[config.mk]
export PLATFORM = sky130hd
export DESIGN_NAME = data_memory
export DESIGN_NICKNAME = d
export VERILOG_FILES = /design/src/rtl/data_memory.sv
export SDC_FILE = /design/constraint.sdc
export NUM_CORES = 2
export LEC_CHECK = 0
export BUFFER_PORTS_ARGS = -buffer_cell sky130_fd_sc_hd__buf_4
export CAP_MARGIN = 25
export CELL_PAD_IN_SITES_DETAIL_PLACEMENT = 1
export CELL_PAD_IN_SITES_GLOBAL_PLACEMENT = 2
export CORE_MARGIN = 2
export CORE_UTILIZATION = 52
export CTS_CLUSTER_SIZE = 20
export DETAILED_ROUTE_END_ITERATION = 16
export PLACE_DENSITY = 0.89
export SLEW_MARGIN = 5
export SYNTH_ARGS = -nofsm -noshare
export SYNTH_HDL_FRONTEND = slang
export SYNTH_SLANG_ARGS = --single-unit
[constraint.sdc]
create_clock -name CLK -period 5 [get_ports CLK]
set_input_delay 0.75 -clock CLK [delete_from_list [all_inputs] [get_ports CLK]]
set_output_delay 0.75 -clock CLK [all_outputs]
set_load 0.02 [all_outputs]
[src/rtl/data_memory.sv]
// Byte-wide data memory with a fixed multi-cycle access latency and a CPU stall
// handshake: IDLE accepts a request, BUSY counts down, DONE releases the stall.
module data_memory #(
    parameter int LATENCY = 5,
    parameter int DEPTH   = 256
) (
    input  logic       CLK,
    input  logic       RESET,
    input  logic       READ,
    input  logic       WRITE,
    input  logic [7:0] ADDRESS,
    input  logic [7:0] WRITE_DATA,
    output logic [7:0] READ_DATA,
    output logic       BUSYWAIT
);

    typedef enum logic [1:0] {
        IDLE = 2'b00,
        BUSY = 2'b01,
        DONE = 2'b10
    } state_t;

    // The request cycle in IDLE is the first stalled cycle, so BUSY lasts LATENCY-1 cycles.
    localparam logic [3:0] COUNT_LOAD = 4'(LATENCY - 2);

    state_t     state_r;
    state_t     next_state_s;
    logic [3:0] count_r;
    logic [7:0] addr_r;
    logic [7:0] wdata_r;
    logic       is_write_r;
    logic [7:0] mem_r [DEPTH];

    logic       start_s;
    logic       last_s;
    logic       busywait_s;

    // State register
    always_ff @(posedge CLK or negedge RESET) begin
        if (!RESET) begin
            state_r <= IDLE;
        end else begin
            state_r <= next_state_s;
        end
    end

    // Next-state logic
    always_comb begin
        next_state_s = state_r;
        case (state_r)
            IDLE: begin
                if (READ || WRITE) begin
                    next_state_s = BUSY;
                end else begin
                    next_state_s = IDLE;
                end
            end
            BUSY: begin
                if (count_r == 4'd0) begin
                    next_state_s = DONE;
                end else begin
                    next_state_s = BUSY;
                end
            end
            DONE:    next_state_s = IDLE;
            default: next_state_s = IDLE;
        endcase
    end

    // Output and control decode
    always_comb begin
        busywait_s = 1'b0;
        start_s    = 1'b0;
        last_s     = 1'b0;
        case (state_r)
            IDLE: begin
                busywait_s = READ | WRITE;
                start_s    = READ | WRITE;
            end
            BUSY: begin
                busywait_s = 1'b1;
                last_s     = (count_r == 4'd0);
            end
            DONE: begin
                busywait_s = 1'b0;
            end
            default: begin
                busywait_s = 1'b0;
            end
        endcase
    end

    // The stall must drop while reset is held even if the CPU keeps requesting.
    assign BUSYWAIT = busywait_s & RESET;

    // Request capture and latency counter; inputs are frozen once the access starts
    always_ff @(posedge CLK or negedge RESET) begin
        if (!RESET) begin
            count_r    <= 4'd0;
            addr_r     <= 8'h00;
            wdata_r    <= 8'h00;
            is_write_r <= 1'b0;
        end else if (start_s) begin
            count_r    <= COUNT_LOAD;
            addr_r     <= ADDRESS;
            wdata_r    <= WRITE_DATA;
            is_write_r <= WRITE & ~READ;
        end else if ((state_r == BUSY) && (count_r != 4'd0)) begin
            count_r <= count_r - 4'd1;
        end
    end

    // Read data register, updated only when a read completes
    always_ff @(posedge CLK or negedge RESET) begin
        if (!RESET) begin
            READ_DATA <= 8'h00;
        end else if (last_s && !is_write_r) begin
            READ_DATA <= mem_r[addr_r];
        end
    end

    // Storage array, cleared by reset and written when a write completes
    always_ff @(posedge CLK or negedge RESET) begin
        if (!RESET) begin
            for (int i = 0; i < DEPTH; i++) begin
                mem_r[i] <= 8'h00;
            end
        end else if (last_s && is_write_r) begin
            mem_r[addr_r] <= wdata_r;
        end
    end

endmodule

==> summary.md <==
| Metric | Value |
|---|---|
| Placed cells | 8357 |
| YS warnings | 0 |
| Leakage | 50.67 nW |
| Final setup violating endpoints | 0 |
| Post-cts gate resize count | 0 |
| Core Area | 181300 µm² |
| Hold buffer count at cts | 1 |
| Synth top area share | 54.69% |
| Max clock buf depth | 3 |
| Largest family of logic cells by synthesized area | multiplexers |
| Share of cells above drive strength 1 | 51.08% |
| Status | completed |
| Crit start category | flop |
| Pin count of the biggest net entering global routing | 193 |
| Max Cap Viol | 0 |
| Delay-heaviest family, CP | compound AO/OA/AOI/OAI gates |
| Placer Congestion | 0.8899 |
| Xor-xnor portion of the synthesized cell area | 0.02762% |
| Arr. time, crit path | 5.20 ns |
| Pins Over Slew Limit | 0 |
| TritonCTS Buffers | 214 |
| Die H | 431.7 µm |
| Kind of critical path | flop to flop |
| Yosys cell types | 71 |
| RSZ-0062 raised after global routing | false |
| All-Layer GR Usage | 32.38% |
| Number of antenna-violating nets in the routed design | 0 |
| Syn avg cell area | 15.40 µm² |
| CTS tree | yes |
| Die area | 186400 µm² |
| Drt pass-1 iters | 5 |
| Initial core utilization | 52.46% |
| Post-CTS setup buffers | 0 |
| CP Buf/Inv Count | 2 |
| Row count | 156 |
| Crit. End Element | flop |
| Reg clk slew, reported paths | 0.07 ns |
| Worst skew pair latency | 0.90 ns |
| Crit-path max cell delay | 0.91 ns |
| Hold WC Path Type | input pin to flop |
| Post-route DRC violation count | 0 |
| Final count of hold timing violations | 0 |
| #FFs+latches synth | 2079 |
| Setup TNS | 0 ns |
| DPL Wire Length | 188.3 mm |
| Layout area overhead | 11.59% |
| Asr flop ratio synth | 100.0% |
| Max-Slew Margin vs Limit | 18.07% |
| Post-route cell area | 106200 µm² |
| Max Clock Skew | 0.06507 ns |
| First DRT Iteration DRCs | 5056 |
| Max H-tree Level | 4 |
| Mapped Cells | 6176 |
| DR vias/cell | 6.592 |
| Crit-path slowest cell | a2111oi_0 |
| Leading cell type in the layout, fill and taps excluded | dfrtp_1 |
| Die width | 431.7 µm |
| Top area cells in the synthesized netlist | dfrtp_1 (55%), mux2_2 (23%), mux4_2 (11%) |
| Predominant post-synthesis flop cell | dfrtp_1 |
| Fin crit share | 89.27% |
| Vias in the first global route | 63590 |
| Syn nets | 6198 |
| IO Pins | 29 |
| Final std cells w/o fill | 8768 |
| Tmin final | 4.463 ns |
| Dominant cell type by area after synthesis | dfrtp_1 |
| Simple-gate portion of the synthesized area | 3.595% |
| Placed inst area | 98640 µm² |
| Post-synth EDFFs | 0 |
| CP Cell Sequence | buf_12, nand2_1, buf_4, a211oi_1, a211oi_1, o41ai_1, a31oi_1, a2111oi_0, a31oi_1 |
| Gr ovfl total | 0 |
| Mux cell area share after synthesis | 37.10% |
| VDD IR max | 0.4311 mV |
| Most frequent cells in the layout | dfrtp_1 (2066), mux2_2 (1969), mux4_2 (462) |
| Root Buffer Master | clkbuf_16 |
| Pwr dens | 459.3 nW/µm² |
| Wire length per cell | 33.76 µm |
| Antenna violations before repair | 15 |
| First-pass GRT wire length | 444.7 mm |
| Final #Nets | 6229 |
| CP Data Required Time | 5.74 ns |
| CP max FO | 45 |
| IO Port Bufs | 28 |
| Post-Synth Adder-Cell Area | 0.02630% |
| Synth Cell Area | 95130 µm² |
| Synth Area in Compound Gates | 2.303% |
| Worst slew pin tran | 1.229 ns |
| Final WL | 296.0 mm |
| Clock Sinks | 2079 |
| Seq/Total Area, Yosys | 54.69% |
| Via count | 57800 |
| Max Clk Rate | 224.0 MHz |
-- synthesized netlist by cell type (5+ instances only) --
| master | n |
|---|---|
| o211ai_1 | 5 |
| a22o_1 | 9 |
| nor2b_1 | 20 |
| nand2_2 | 18 |
| nor3_1 | 25 |
| nor2_1 | 63 |
| o21ai_0 | 29 |
| a31oi_1 | 8 |
| a22oi_1 | 56 |
| dfrtp_1 | 2079 |
| nand3_1 | 52 |
| o41ai_1 | 5 |
| mux4_2 | 462 |
| nor2_2 | 96 |
| o221ai_1 | 21 |
| buf_4 | 41 |
| a221oi_1 | 9 |
| mux2i_1 | 160 |
| buf_6 | 22 |
| nor2_4 | 49 |
| buf_1 | 28 |
| buf_2 | 66 |
| mux2_1 | 99 |
| nand4_1 | 15 |
| nor4_1 | 8 |
| o22ai_1 | 61 |
| o22a_1 | 13 |
| a32oi_1 | 13 |
| a211oi_1 | 16 |
| a2111oi_0 | 6 |
| or3_1 | 8 |
| a21oi_1 | 33 |
| clkbuf_1 | 299 |
| nand2b_1 | 16 |
| nand2_1 | 234 |
| and3_1 | 6 |
| mux2_2 | 1969 |
-- final timing paths --
check                              start      endpoint  slack [ns]  depth (start not counted)
max in group asynchronous          RESET     addr_r[3]        2.73                          4
setup / recovery               addr_r[2]  READ_DATA[6]        0.54                          9
min in group asynchronous          RESET   mem_r[1013]        0.44                          2
hold / removal             WRITE_DATA[2]    wdata_r[2]        0.06                          3
setup reg to reg               addr_r[2]  READ_DATA[6]        0.54                          9
hold reg to reg              mem_r[1580]   mem_r[1580]        0.49                          1
-- flip-flops by register name, summed over array words and instances, names as in the netlist --
name	flops
is_write_r	1
addr_r	8
state_r	2
READ_DATA	8
mem_r	2048
wdata_r	8
count_r	4
-- layout make-up --
class | instances | area [µm²]
Sequential cell | 2079 | 52070
Fill cell | 16210 | 75180
Tap cell | 2370 | 2965
Timing Repair Buffer | 273 | 2585
Clock inverter | 91 | 1247
Multi-Input combinational cell | 3635 | 41040
Clock buffer | 306 | 6201
Antenna cell | 10 | 25.02
Inverter | 4 | 20.02
-- cell families (layout without fill, tap and decap cells) --
| logic type | count (synthesis) | after routing |
|---|---|---|
| flip-flops | 2079 | 2079 |
| AO/OA/AOI/OAI | 308 | 308 |
| XOR/XNOR | 3 | 3 |
| adder cells (fa/ha/maj) | 2 | 2 |
| buffers and inverters | 462 | 674 |
| multiplexers | 2690 | 2690 |
| AND/OR/NAND/NOR | 632 | 632 |
| other | 0 | 10 |
-- through the flow --
step	hold slack, ns	setup WS [ns]	power (mW)	util (%)
after global routing	0.05793	0.4460	50.09	58.53
after CTS	0.006933	0.1135	48.69	58.51
after floorplan	0.4524	2.274	25.67	-
final	0.05505	0.5366	48.76	58.54
after global placement	0.4654	0.5084	31.47	54.35
after detailed placement	0.4762	0.4881	31.80	54.40
-- where the power goes --
group | switching, mW | total, mW | internal [mW]
Combinational | 9.39 | 13.3 | 3.94
Sequential | 1.26 | 18.5 | 17.2
Clock | 7.14 | 16.9 | 9.79
Total | 17.8 | 48.8 | 31.0
-- worst reg2reg max path, cell delays in order, from the launching register on --
cell and delay, ns:
dfrtp_4 0.65, buf_12 0.35, nand2_1 0.51, buf_4 0.47, a211oi_1 0.29, a211oi_1 0.11
o41ai_1 0.39, a31oi_1 0.43, a2111oi_0 0.92, a31oi_1 0.19
-- routing by layer --
metal / track usage, % / vias up / share of wire, %
li1: - / 23090 / -
met1: 43.12 / 31960 / 40
met2: 51.01 / 2059 / 48
met3: 7.066 / 679 / 7.2
met4: 15.03 / 8 / 4.9
met5: 0 / - / 0.016
(Power assumes the default switching activity.)
